`config.mk`:
```
export PLATFORM = sky130hd
export DESIGN_NAME = sig_head_monitor
export DESIGN_NICKNAME = d
export VERILOG_FILES = /design/src/rtl/sig_head_monitor.sv
export SDC_FILE = /design/constraint.sdc
export NUM_CORES = 1
export LEC_CHECK = 0
export BUFFER_PORTS_ARGS = -buffer_cell sky130_fd_sc_hd__buf_2
export CORE_ASPECT_RATIO = 1.4
export CORE_MARGIN = 2
export CORE_UTILIZATION = 50
export CTS_CLUSTER_DIAMETER = 100
export CTS_CLUSTER_SIZE = 8
export DETAILED_ROUTE_END_ITERATION = 6
export MAX_ROUTING_LAYER = met4
export PLACE_DENSITY_LB_ADDON = 0.05
export REMOVE_ABC_BUFFERS = 1
export SLEW_MARGIN = 20
export SYNTH_ARGS = -nofsm -noshare
export SYNTH_HDL_FRONTEND = slang
export SYNTH_SLANG_ARGS = --single-unit
```
`constraint.sdc`:
```
create_clock -name clock -period 2.25 [get_ports clock]
set_clock_uncertainty 0.05 [all_clocks]
set_input_delay 0.1125 -clock clock [delete_from_list [all_inputs] [get_ports clock]]
set_output_delay 0.1125 -clock clock [all_outputs]
set_load 0.005 [all_outputs]
```
`src/rtl/sig_head_monitor.sv`:
```
// rtl/sig_head_monitor.sv - signal head lamp decoder with independent conflict monitor
// Decodes highway/country light codes into lamp drives and latches a flashing-red fault on any violation.
module sig_head_monitor #(
   parameter int START_CYCLES = 4,
   parameter int MIN_YELLOW   = 3,
   parameter int FLASH_HALF   = 4
) (
   input  logic       clock,
   input  logic       clear_n,
   input  logic [1:0] hwy,
   input  logic [1:0] cntry,
   output logic [2:0] hwy_lamp,
   output logic [2:0] cntry_lamp,
   output logic       fault,
   output logic [2:0] fault_code
);

   typedef enum logic [1:0] {ST_START, ST_RUN, ST_FLASH} state_t;

   localparam logic [1:0] C_RED    = 2'd0;
   localparam logic [1:0] C_YELLOW = 2'd1;
   localparam logic [1:0] C_GREEN  = 2'd2;
   localparam logic [1:0] C_BAD    = 2'd3;
   localparam logic [2:0] L_RED    = 3'b100;
   localparam logic [2:0] L_OFF    = 3'b000;

   state_t     state_q, state_d;
   logic [7:0] start_cnt_q, start_cnt_d;
   logic [7:0] flash_cnt_q, flash_cnt_d;
   logic       flash_ph_q, flash_ph_d;
   logic [1:0] prev_hwy_q, prev_hwy_d;
   logic [1:0] prev_cntry_q, prev_cntry_d;
   logic [7:0] hwy_ycnt_q, hwy_ycnt_d;
   logic [7:0] cntry_ycnt_q, cntry_ycnt_d;
   logic [2:0] hwy_lamp_q, hwy_lamp_d;
   logic [2:0] cntry_lamp_q, cntry_lamp_d;
   logic       fault_q, fault_d;
   logic [2:0] fault_code_q, fault_code_d;

   logic [7:0] hwy_ycnt_nx, cntry_ycnt_nx;
   logic [2:0] code;

   function automatic logic [2:0] decode(input logic [1:0] c);
      case (c)
         C_RED:    decode = 3'b100;
         C_YELLOW: decode = 3'b010;
         C_GREEN:  decode = 3'b001;
         default:  decode = 3'b100;
      endcase
   endfunction

   function automatic logic legal_step(input logic [1:0] p, input logic [1:0] c);
      legal_step = (p == c) ||
                   (p == C_GREEN  && c == C_YELLOW) ||
                   (p == C_YELLOW && c == C_RED) ||
                   (p == C_RED    && c == C_GREEN);
   endfunction

   function automatic logic [7:0] ycnt_next(input logic [1:0] c, input logic [7:0] cnt);
      if (c != C_YELLOW)    ycnt_next = 8'd0;
      else if (cnt == 8'hFF) ycnt_next = cnt;
      else                   ycnt_next = cnt + 8'd1;
   endfunction

   always_comb begin
      state_d       = state_q;
      start_cnt_d   = start_cnt_q;
      flash_cnt_d   = flash_cnt_q;
      flash_ph_d    = flash_ph_q;
      prev_hwy_d    = prev_hwy_q;
      prev_cntry_d  = prev_cntry_q;
      hwy_ycnt_d    = hwy_ycnt_q;
      cntry_ycnt_d  = cntry_ycnt_q;
      hwy_lamp_d    = hwy_lamp_q;
      cntry_lamp_d  = cntry_lamp_q;
      fault_d       = fault_q;
      fault_code_d  = fault_code_q;
      hwy_ycnt_nx   = ycnt_next(hwy, hwy_ycnt_q);
      cntry_ycnt_nx = ycnt_next(cntry, cntry_ycnt_q);
      code          = 3'd0;

      // Lowest fault code wins, so check in priority order
      if (hwy == C_BAD || cntry == C_BAD)
         code = 3'd1;
      else if (hwy != C_RED && cntry != C_RED)
         code = 3'd2;
      else if (!legal_step(prev_hwy_q, hwy) || !legal_step(prev_cntry_q, cntry))
         code = 3'd3;
      else if ((prev_hwy_q == C_YELLOW && hwy == C_RED && hwy_ycnt_q < 8'(MIN_YELLOW)) ||
               (prev_cntry_q == C_YELLOW && cntry == C_RED && cntry_ycnt_q < 8'(MIN_YELLOW)))
         code = 3'd4;

      case (state_q)
         ST_START: begin
            hwy_lamp_d   = L_RED;
            cntry_lamp_d = L_RED;
            prev_hwy_d   = hwy;
            prev_cntry_d = cntry;
            hwy_ycnt_d   = hwy_ycnt_nx;
            cntry_ycnt_d = cntry_ycnt_nx;
            if (start_cnt_q == 8'(START_CYCLES - 1))
               state_d = ST_RUN;
            else
               start_cnt_d = start_cnt_q + 8'd1;
         end
         ST_RUN: begin
            if (code != 3'd0) begin
               state_d      = ST_FLASH;
               fault_d      = 1'b1;
               fault_code_d = code;
               hwy_lamp_d   = L_RED;
               cntry_lamp_d = L_RED;
               flash_cnt_d  = 8'd0;
               flash_ph_d   = 1'b1;
            end else begin
               hwy_lamp_d   = decode(hwy);
               cntry_lamp_d = decode(cntry);
               prev_hwy_d   = hwy;
               prev_cntry_d = cntry;
               hwy_ycnt_d   = hwy_ycnt_nx;
               cntry_ycnt_d = cntry_ycnt_nx;
            end
         end
         ST_FLASH: begin
            if (flash_cnt_q == 8'(FLASH_HALF - 1)) begin
               flash_cnt_d = 8'd0;
               flash_ph_d  = ~flash_ph_q;
            end else begin
               flash_cnt_d = flash_cnt_q + 8'd1;
            end
            hwy_lamp_d   = flash_ph_d ? L_RED : L_OFF;
            cntry_lamp_d = flash_ph_d ? L_RED : L_OFF;
         end
         default: state_d = ST_START;
      endcase
   end

   always_ff @(posedge clock) begin
      if (!clear_n) begin
         state_q      <= ST_START;
         start_cnt_q  <= 8'd0;
         flash_cnt_q  <= 8'd0;
         flash_ph_q   <= 1'b1;
         prev_hwy_q   <= C_RED;
         prev_cntry_q <= C_RED;
         hwy_ycnt_q   <= 8'd0;
         cntry_ycnt_q <= 8'd0;
         hwy_lamp_q   <= L_RED;
         cntry_lamp_q <= L_RED;
         fault_q      <= 1'b0;
         fault_code_q <= 3'd0;
      end else begin
         state_q      <= state_d;
         start_cnt_q  <= start_cnt_d;
         flash_cnt_q  <= flash_cnt_d;
         flash_ph_q   <= flash_ph_d;
         prev_hwy_q   <= prev_hwy_d;
         prev_cntry_q <= prev_cntry_d;
         hwy_ycnt_q   <= hwy_ycnt_d;
         cntry_ycnt_q <= cntry_ycnt_d;
         hwy_lamp_q   <= hwy_lamp_d;
         cntry_lamp_q <= cntry_lamp_d;
         fault_q      <= fault_d;
         fault_code_q <= fault_code_d;
      end
   end

   assign hwy_lamp   = hwy_lamp_q;
   assign cntry_lamp = cntry_lamp_q;
   assign fault      = fault_q;
   assign fault_code = fault_code_q;

endmodule

```
Yosys cells after proc, flatten, opt, wreduce, memory -nomap -nowiden
Index checks and enable logic that the tools add are counted.
Widths: inputs -> output; s select.

storage, ports and cells
  flip-flop bits (word level) = 49
  output and inout bits = 10
  input bits = 6
  word-level logic and storage cells = 113

operators by class
  eq/ne operators = 23
  order comparisons = 2
  add/subtract/negate cells = 4
  muxes and demuxes = 33
  bitwise gates (word level) = 3
  reductions and logical operators = 36

operators by type and width
  kind                 count
  $mux 8               8
  $pmux 8 s2           3
  $add 8x1->8 const B  4
  $mux 3               7
  $pmux 3 s3           2
  $eq 8x2->1 const B   2
  $eq 8x8->1 const B   2
  $lt 8x2->1 const B   2
  $eq 2x2->1 const B   7
  $pmux 3 s2           2
  $eq 2x1->1 const B   5
  $logic_not 2->1      5
  $logic_and 1x1->1    9
  $logic_or 1x1->1     9
  $mux 2               4
  $pmux 2 s2           2
  $reduce_and 2->1     4
  $reduce_bool 2->1    4
  $ne 2x2->1 const B   3
  $pmux 2 s3           1
  $reduce_bool 3->1    2
  $eq 2x2->1           2
  $ne 2x1->1 const B   2
  $mux 1               3
  4 further kinds      7

Depth between registers and ports, before layout
Gate-level depths: netlist of the first run.

  depth after elaboration = 13
  mapped depth = 10

Worst setup path before layout of the first run
Ideal clock, no wire load.

  kind = flip-flop to flip-flop
  start = register hwy_ycnt_q[0]
  end = register prev_cntry_q[0]
  buffers on the path = 2
  stages on the path, launching flop included = 10
  path slack = 0.107 ns
  arrival = 1.965 ns
  setup time = 0.128 ns
  cells stage by stage = dfxtp_1 > ha_1 > or4_1 > nor2_1 > a32o_1 > buf_4 > o32ai_2 > buf_4 > mux2i_1 > nor2_1

on the way
  longest elaborated chain between the ends = 10

ends and longest elaborated chain
  item                               RTL line  RTL
  from (decl)                        33        logic [7:0] hwy_ycnt_q, hwy_ycnt_d;
  from (signal assigned)             159       hwy_ycnt_q <= hwy_ycnt_d;
  $lt 8x2->1                         89        else if ((prev_hwy_q == C_YELLOW && hwy == C_RED && hwy_ycnt_q < 8'(MIN_YELLOW)) ||
  $logic_and 1x1->1                  89
  $logic_or 1x1->1                   89
  $mux 3                             89
  $mux 3                             87        else if (!legal_step(prev_hwy_q, hwy) || !legal_step(prev_cntry_q, cntry))
  $mux 3                             85        else if (hwy != C_RED && cntry != C_RED)
  $mux 3                             83        if (hwy == C_BAD || cntry == C_BAD)
  $reduce_bool 3->1                  107       if (code != 3'd0) begin
  $ne 2x2->1 (no source line)        -
  $reduce_and 2->1 (no source line)  -
  to (signal assigned)               158       prev_cntry_q <= prev_cntry_d;
  to (decl)                          32        logic [1:0] prev_cntry_q, prev_cntry_d;

No other way between the ends.
A chain may end at the register's enable or synchronous reset.

Worst setup path in the final report of the first run
  start = register hwy_ycnt_q[0]
  end = register hwy_ycnt_q[7]

on the way
  longest elaborated chain between the ends = 10
  elaborated cells between the ends (all ways) = 16
  classes of those cells = add/sub: 1; order compare: 1; eq/ne: 2; mux: 8; reduce/logical: 4

ends and longest elaborated chain
  item                               RTL line
  $lt 8x2->1                         89
  $logic_and 1x1->1                  89
  $logic_or 1x1->1                   89
  $mux 3                             89
  $mux 3                             87
  $mux 3                             85
  $mux 3                             83
  $reduce_bool 3->1                  107
  $ne 2x2->1 (no source line)        -
  $reduce_and 2->1 (no source line)  -

Several ways; a longest one is shown, not always the timed one. The select of a mux whose other input is x is not followed.

==> results.txt, run 1 <==
Synth Flop Type -> dfxtp_1
layout cells sized above 1 -> 17.0%
Pwr Density -> 753 nW/um2
fin crit share -> 96.3%
outcome -> finished clean
setup TNS -> 0 ns
multi-input logic area -> 1640 um2
asr flop ratio synth -> 0%
Seq/Total Area, Yosys -> 35.9%
final setup violation count -> 0
Die X -> 66.5 um
Initial Util -> 52.2%
Post-synth top cells -> dfxtp_1 (49), nand2_1 (33), nor2_1 (25), a21oi_1 (20), ha_1 (18)
I/O Pins -> 16
DRC -> 0
Reg2Reg Setup Slack -> 0.08 ns
GPL Wtd Cong -> 0.761
Slew Limit Fails -> 0
vias in the first global route -> 2204
Max Root-Sink Buffers -> 2
clock share of power -> 23.4%
Final WS setup -> 0.0836 ns
CP endpoint kind -> flop
drt first pass iters -> 4
Port Buf Inserts -> 15
Chip Height -> 91.5 um
CTS Root Cell -> clkbuf_8
Rel. slew slack -> 47.3%
unique cell type count in the Yosys netlist -> 47
Num CTS Buffers -> 5
post-placement worst setup slack -> -0.0321 ns
ant diodes -> 0
Max VDD drop -> 0.442 mV
P_leak -> 1.25 nW
Sequential Power Share -> 44.3%
Overflow after GRT -> 0
Clk pin slew, worst setup/hold paths -> 0.11 ns
synthesized area per cell -> 8.51 um2
Synth Instances -> 321
Hold Vio Cnt, Final -> 0
dpl cells -> 408
Worst Path Class, Setup -> flop to flop
register area -> 982 um2
Avg WL per Cell -> 14.4 um
vias -> 2397
fill count -> 510
worst skew pair latency -> 0.32 ns
Core Rows -> 31
final cell count without fillers -> 419
Synth area leaders -> dfxtp_1 (36%), ha_1 (8.2%), nand2_1 (4.5%), mux2i_1 (4.4%), a21oi_1 (3.7%)
post-route minimum period -> 2.17 ns
H-tree depth -> 2
area grow syn2layout -> 14.7%
CP max FO -> 28
drt first-iter violations -> 121
Arr. time, crit path -> 2.34 ns
f_max -> 462 MHz
CORE AREA -> 5240 um2
initial antenna violation count -> 0
crit path launch type -> flop
worst-margin pin slew -> 0.789 ns
Vias/cell -> 5.72
Mapped Area -> 2730 um2
Total Routing Usage GR -> 21.7%
hold crit path type -> input port to flop
DP HPWL -> 4320 um
first-pass GRT wire length -> 10000 um
Post-synth EDFFs -> 0
Ys Warns -> 0
final WL -> 6030 um
post-synth top area cell -> dfxtp_1
Switching Fraction -> 34.3%
Antenna Nets Post-Route -> 0
die area -> 6080 um2
CTS Hold Bufs -> 0
post-layout net count -> 376
CTS tree -> built
top-count cell post-synth -> dfxtp_1
Req. time, crit path -> 2.43 ns
max cap viols -> 0
share of the synthesized area in the top cell type -> 35.9%
Int Power -> 1.55 mW
Synth Register Bits -> 49
pin count of the biggest net entering global routing -> 31
clk sinks -> 49
Logic pwr share -> 32.3%
sw power -> 810 uW
==> stage by stage <==
step / total power [mW] / hold slack (ns) / util [%] / area (um2)
2_1_floorplan: 1.54 / 0.139 / - / 2640
3_3_place_gp: 1.78 / 0.388 / 57.0 / 2990
3_5_place_dp: 1.79 / 0.401 / 57.0 / 2990
4_1_cts: 2.34 / 0.0667 / 58.9 / 3090
5_1_grt: 2.51 / 0.0631 / 59.8 / 3130
6_report: 2.36 / 0.0718 / 59.8 / 3130
==> flip-flops by register name, summed over array words and instances (netlist names), 2 cells and up <==
signal        count
cntry_ycnt_q      8
flash_cnt_q       8
hwy_ycnt_q        8
start_cnt_q       8
cntry_lamp        3
fault_code        3
hwy_lamp          3
prev_cntry_q      2
prev_hwy_q        2
state_q           2
==> kinds of logic (layout without fill, tap and decap cells) <==
| group | after synthesis | after routing | synth area share [%] |
|---|---|---|---|
| AOI/OAI and AO/OA | 79 | 79 | 19.9 |
| and+or+nand+nor | 124 | 124 | 23.5 |
| xor gates and xnor gates | 8 | 8 | 2.57 |
| buffers and inverters | 30 | 62 | 4.99 |
| adders and majority gates | 18 | 18 | 8.25 |
| DFF | 49 | 49 | 35.9 |
| muxes | 13 | 13 | 4.95 |
==> worst paths after layout <==
kind | start | to | cells after the start
setup reg to reg | hwy_ycnt_q[0] | hwy_ycnt_q[7] | 8
hold reg to reg | cntry_lamp[0] | cntry_lamp[0] | 2
hold / removal | hwy[0] | prev_hwy_q[0] | 3
setup / recovery | hwy_ycnt_q[0] | hwy_ycnt_q[7] | 8
==> critical path, cell delays in order (launching register included) <==
cell	delay, ns
dfxtp_1	0.33
ha_1	0.21
or4_4	0.43
nor2_2	0.11
a32o_2	0.22
o32ai_2	0.13
buf_12	0.19
and3_1	0.20
a32o_1	0.21
==> layout by cell type (no fill, tap or decap), types with 10 or more instances in the layout <==
| master | instances |
|---|---|
| a21oi_1 | 20 |
| nand2_1 | 33 |
| buf_2 | 15 |
| ha_1 | 18 |
| nand3_1 | 10 |
| buf_4 | 25 |
| mux2i_1 | 12 |
| dfxtp_1 | 48 |
| nor2_1 | 24 |
| nor3_1 | 10 |
| o21ai_0 | 16 |
| inv_1 | 13 |
==> routing by layer <==
metal,up-vias,track usage (%),share of wire (%)
li1,1235,-,-
met1,1134,24.5,45
met2,22,37.7,52
met3,6,4.34,2.3
met4,0,6.97,1.4
met5,-,-,0
==> cell type report <==
type	instances	share of cell area, %
Multi-Input combinational cell	242	52.4
Sequential cell	49	31.4
Timing Repair Buffer	41	9.03
Tap cell	66	2.64
Clock buffer	5	2.20
Inverter	13	1.56
Clock inverter	3	0.839
==> power groups by stage <==
stage	clock, mW	combinational, mW	sequential (mW)
floorplan	0	0.483	1.05
global placement	0	0.722	1.06
detailed placement	0	0.729	1.06
CTS	0.565	0.734	1.04
global route	0.607	0.847	1.06
finish	0.552	0.762	1.04
==> what timing repair did <==
action | CTS | global route
endpoints found under the hold margin | 0 | 0
pin swaps | 0 | 2
gates resized for setup | 2 | 6
buffers inserted | 0 | 3
endpoints found under the setup margin | 5 | 27
(Power assumes the default switching activity.)
==> run 2: changes to the inputs <==
--- a/config.mk
+++ b/config.mk
@@ -8,7 +8,7 @@
 export BUFFER_PORTS_ARGS = -buffer_cell sky130_fd_sc_hd__buf_2
 export CORE_ASPECT_RATIO = 1.4
 export CORE_MARGIN = 2
-export CORE_UTILIZATION = 50
+export CORE_UTILIZATION = 55
 export CTS_CLUSTER_DIAMETER = 100
 export CTS_CLUSTER_SIZE = 8
 export DETAILED_ROUTE_END_ITERATION = 6
==> run 2 against run 1 <==
Compared with the run above:
- critical path depth rose by 1
- final cell count fell by 1.2%
- utilization rose by 7.1 points
- via count rose by 1.8%
- critical path type unchanged
- global-route usage rose by 1.6 points
- die area fell by 8.6%
==> results.txt, run 2 (synthesis gave the netlist of run 1 again) <==
outcome -> finished clean
CP Cell Sequence -> ha_4 -> or4_4 -> nor2_4 -> a32o_2 -> o32ai_4 -> buf_12 -> buf_12 -> and3_4 -> a32o_1
dpl cells -> 403
vias -> 2440
Avg WL per Cell -> 14.9 um
Core Rows -> 30
Arr. time, crit path -> 2.35 ns
Port Buf Inserts -> 15
hold crit path type -> input port to flop
Pwr Density -> 781 nW/um2
Largest stage delay, worst path -> 0.43 ns
initial antenna violation count -> 0
P_leak -> 1.27 nW
first-pass GRT wire length -> 10000 um
cell mode on critical path -> buf_12
post-layout net count -> 374
Overflow after GRT -> 0
area grow syn2layout -> 17.6%
drt first pass iters -> 4
min-delay src -> cntry[0]
worst-margin pin slew -> 0.474 ns
layout cells sized above 1 -> 17.7%
Worst Path Class, Setup -> flop to flop
Slew Limit Fails -> 0
CORE AREA -> 4800 um2
Antenna Nets Post-Route -> 0
Rel. slew slack -> 68.2%
placed cell area -> 2960 um2
Clk pin slew, worst setup/hold paths -> 0.09 ns
CTS tree -> built
Num CTS Buffers -> 5
final setup violation count -> 0
I/O Pins -> 16
fill count -> 431
DP HPWL -> 4280 um
final cell count without fillers -> 414
Initial Util -> 56.8%
Final Cell Area -> 3210 um2
r2r startpoint -> hwy_ycnt_q[1]
Die X -> 63.6 um
register area -> 985 um2
worst skew pair latency -> 0.30 ns
CP endpoint kind -> flop
Chip Height -> 87.4 um
drt first-iter violations -> 156
Hold Vio Cnt, Final -> 0
R2R cell count -> 9
Max Root-Sink Buffers -> 2
CP max FO -> 7
most frequent cells in the layout -> dfxtp_1 (46), nand2_1 (33), nor2_1 (24)
GPL Wtd Cong -> 0.805
WHS Endpoint -> prev_cntry_q[0]
Reg2Reg Setup Slack -> 0.05 ns
CTS Root Cell -> clkbuf_8
multi-input logic area -> 1700 um2
ant diodes -> 0
WHS Path Cells -> 3
die area -> 5550 um2
pin count of the biggest net entering global routing -> 30
Max VDD drop -> 0.507 mV
CP max stage cell -> or4_4
H-tree depth -> 2
crit path launch type -> flop
f_max -> 454 MHz
post-route minimum period -> 2.20 ns
r2r endpoint -> hwy_ycnt_q[7]
clk sinks -> 49
DRC -> 0
most common cell after layout, fill and taps aside -> dfxtp_1
fin crit share -> 97.8%
max cap viols -> 0
final WL -> 6150 um
Total Routing Usage GR -> 23.4%
setup TNS -> 0 ns
vias in the first global route -> 2228
RSZ-0062 raised after global routing -> yes
Req. time, crit path -> 2.40 ns
Vias/cell -> 5.89
-- run 2: cell types whose count changed in the layout (fill, tap and decap cells not counted), sizes merged --
cell | before | now
buf | 41 | 37
inv | 14 | 13
clkinvlp | 2 | 0
clkbuf | 5 | 9
-- run 2: worst max-delay path, delay by kind of cell, from the launching register on --
family | cells | cell delay (ns)
AOI/OAI and AO/OA | 3 | 0.56
adders and majority gates | 1 | 0.15
buffers and inverters | 2 | 0.28
DFF | 1 | 0.35
and+or+nand+nor | 3 | 0.70
-- run 2: metrics by stage --
step           setup WS (ns)  util [%]  hold slack, ns  power [mW]
2_1_floorplan         -0.410         -           0.139        1.54
3_3_place_gp         0.00632      61.6           0.382        1.77
3_5_place_dp        -0.00818      61.6           0.403        1.78
6_report              0.0487      66.9          0.0923        2.51
4_1_cts               0.0234      63.5          0.0832        2.31
5_1_grt              -0.0146      66.9           0.106        2.66
-- run 2: worst max path at each step --
| stage | startpoint | endpoint | slack [ns] |
|---|---|---|---|
| CTS | prev_hwy_q[1] | state_q[0] | 0.02 |
| global placement | hwy_ycnt_q[0] | hwy_ycnt_q[7] | 0.006 |
| global route | hwy_ycnt_q[1] | hwy_ycnt_q[7] | -0.01 |
| detailed placement | hwy_ycnt_q[0] | hwy_ycnt_q[5] | -0.008 |
| floorplan | cntry[1] | hwy_ycnt_q[1] | -0.41 |
| finish | hwy_ycnt_q[1] | hwy_ycnt_q[7] | 0.05 |
-- run 2: timing repair --
action	in CTS	in global routing
gates cloned	0	2
resized for setup	1	17
pin swaps	0	2
hold buffers	0	0
setup buffers	0	2
endpoints found under the setup margin	3	21
-- run 2: power breakdown --
group | leakage, nW | switching [mW] | total (mW) | internal [mW]
Clock | 0.0443 | 0.285 | 0.529 | 0.245
Combinational | 0.829 | 0.458 | 0.932 | 0.474
Sequential | 0.398 | 0.0852 | 1.05 | 0.964
Total | 1.27 | 0.828 | 2.51 | 1.68
-- run 2: layer usage --
metal,global-route usage (%),wire (um)
met2,42.8,3290
met3,4.27,169
met5,-,0
met1,25.7,2630
met4,6.52,63
-- run 2: area by class of cell --
class	count	share of cell area [%]
clock buffers	7	2.69
multi-input cells	242	52.8
inverters	13	1.52
well taps	64	2.49
flip-flops and latches	49	30.6
repair buffers	39	9.81
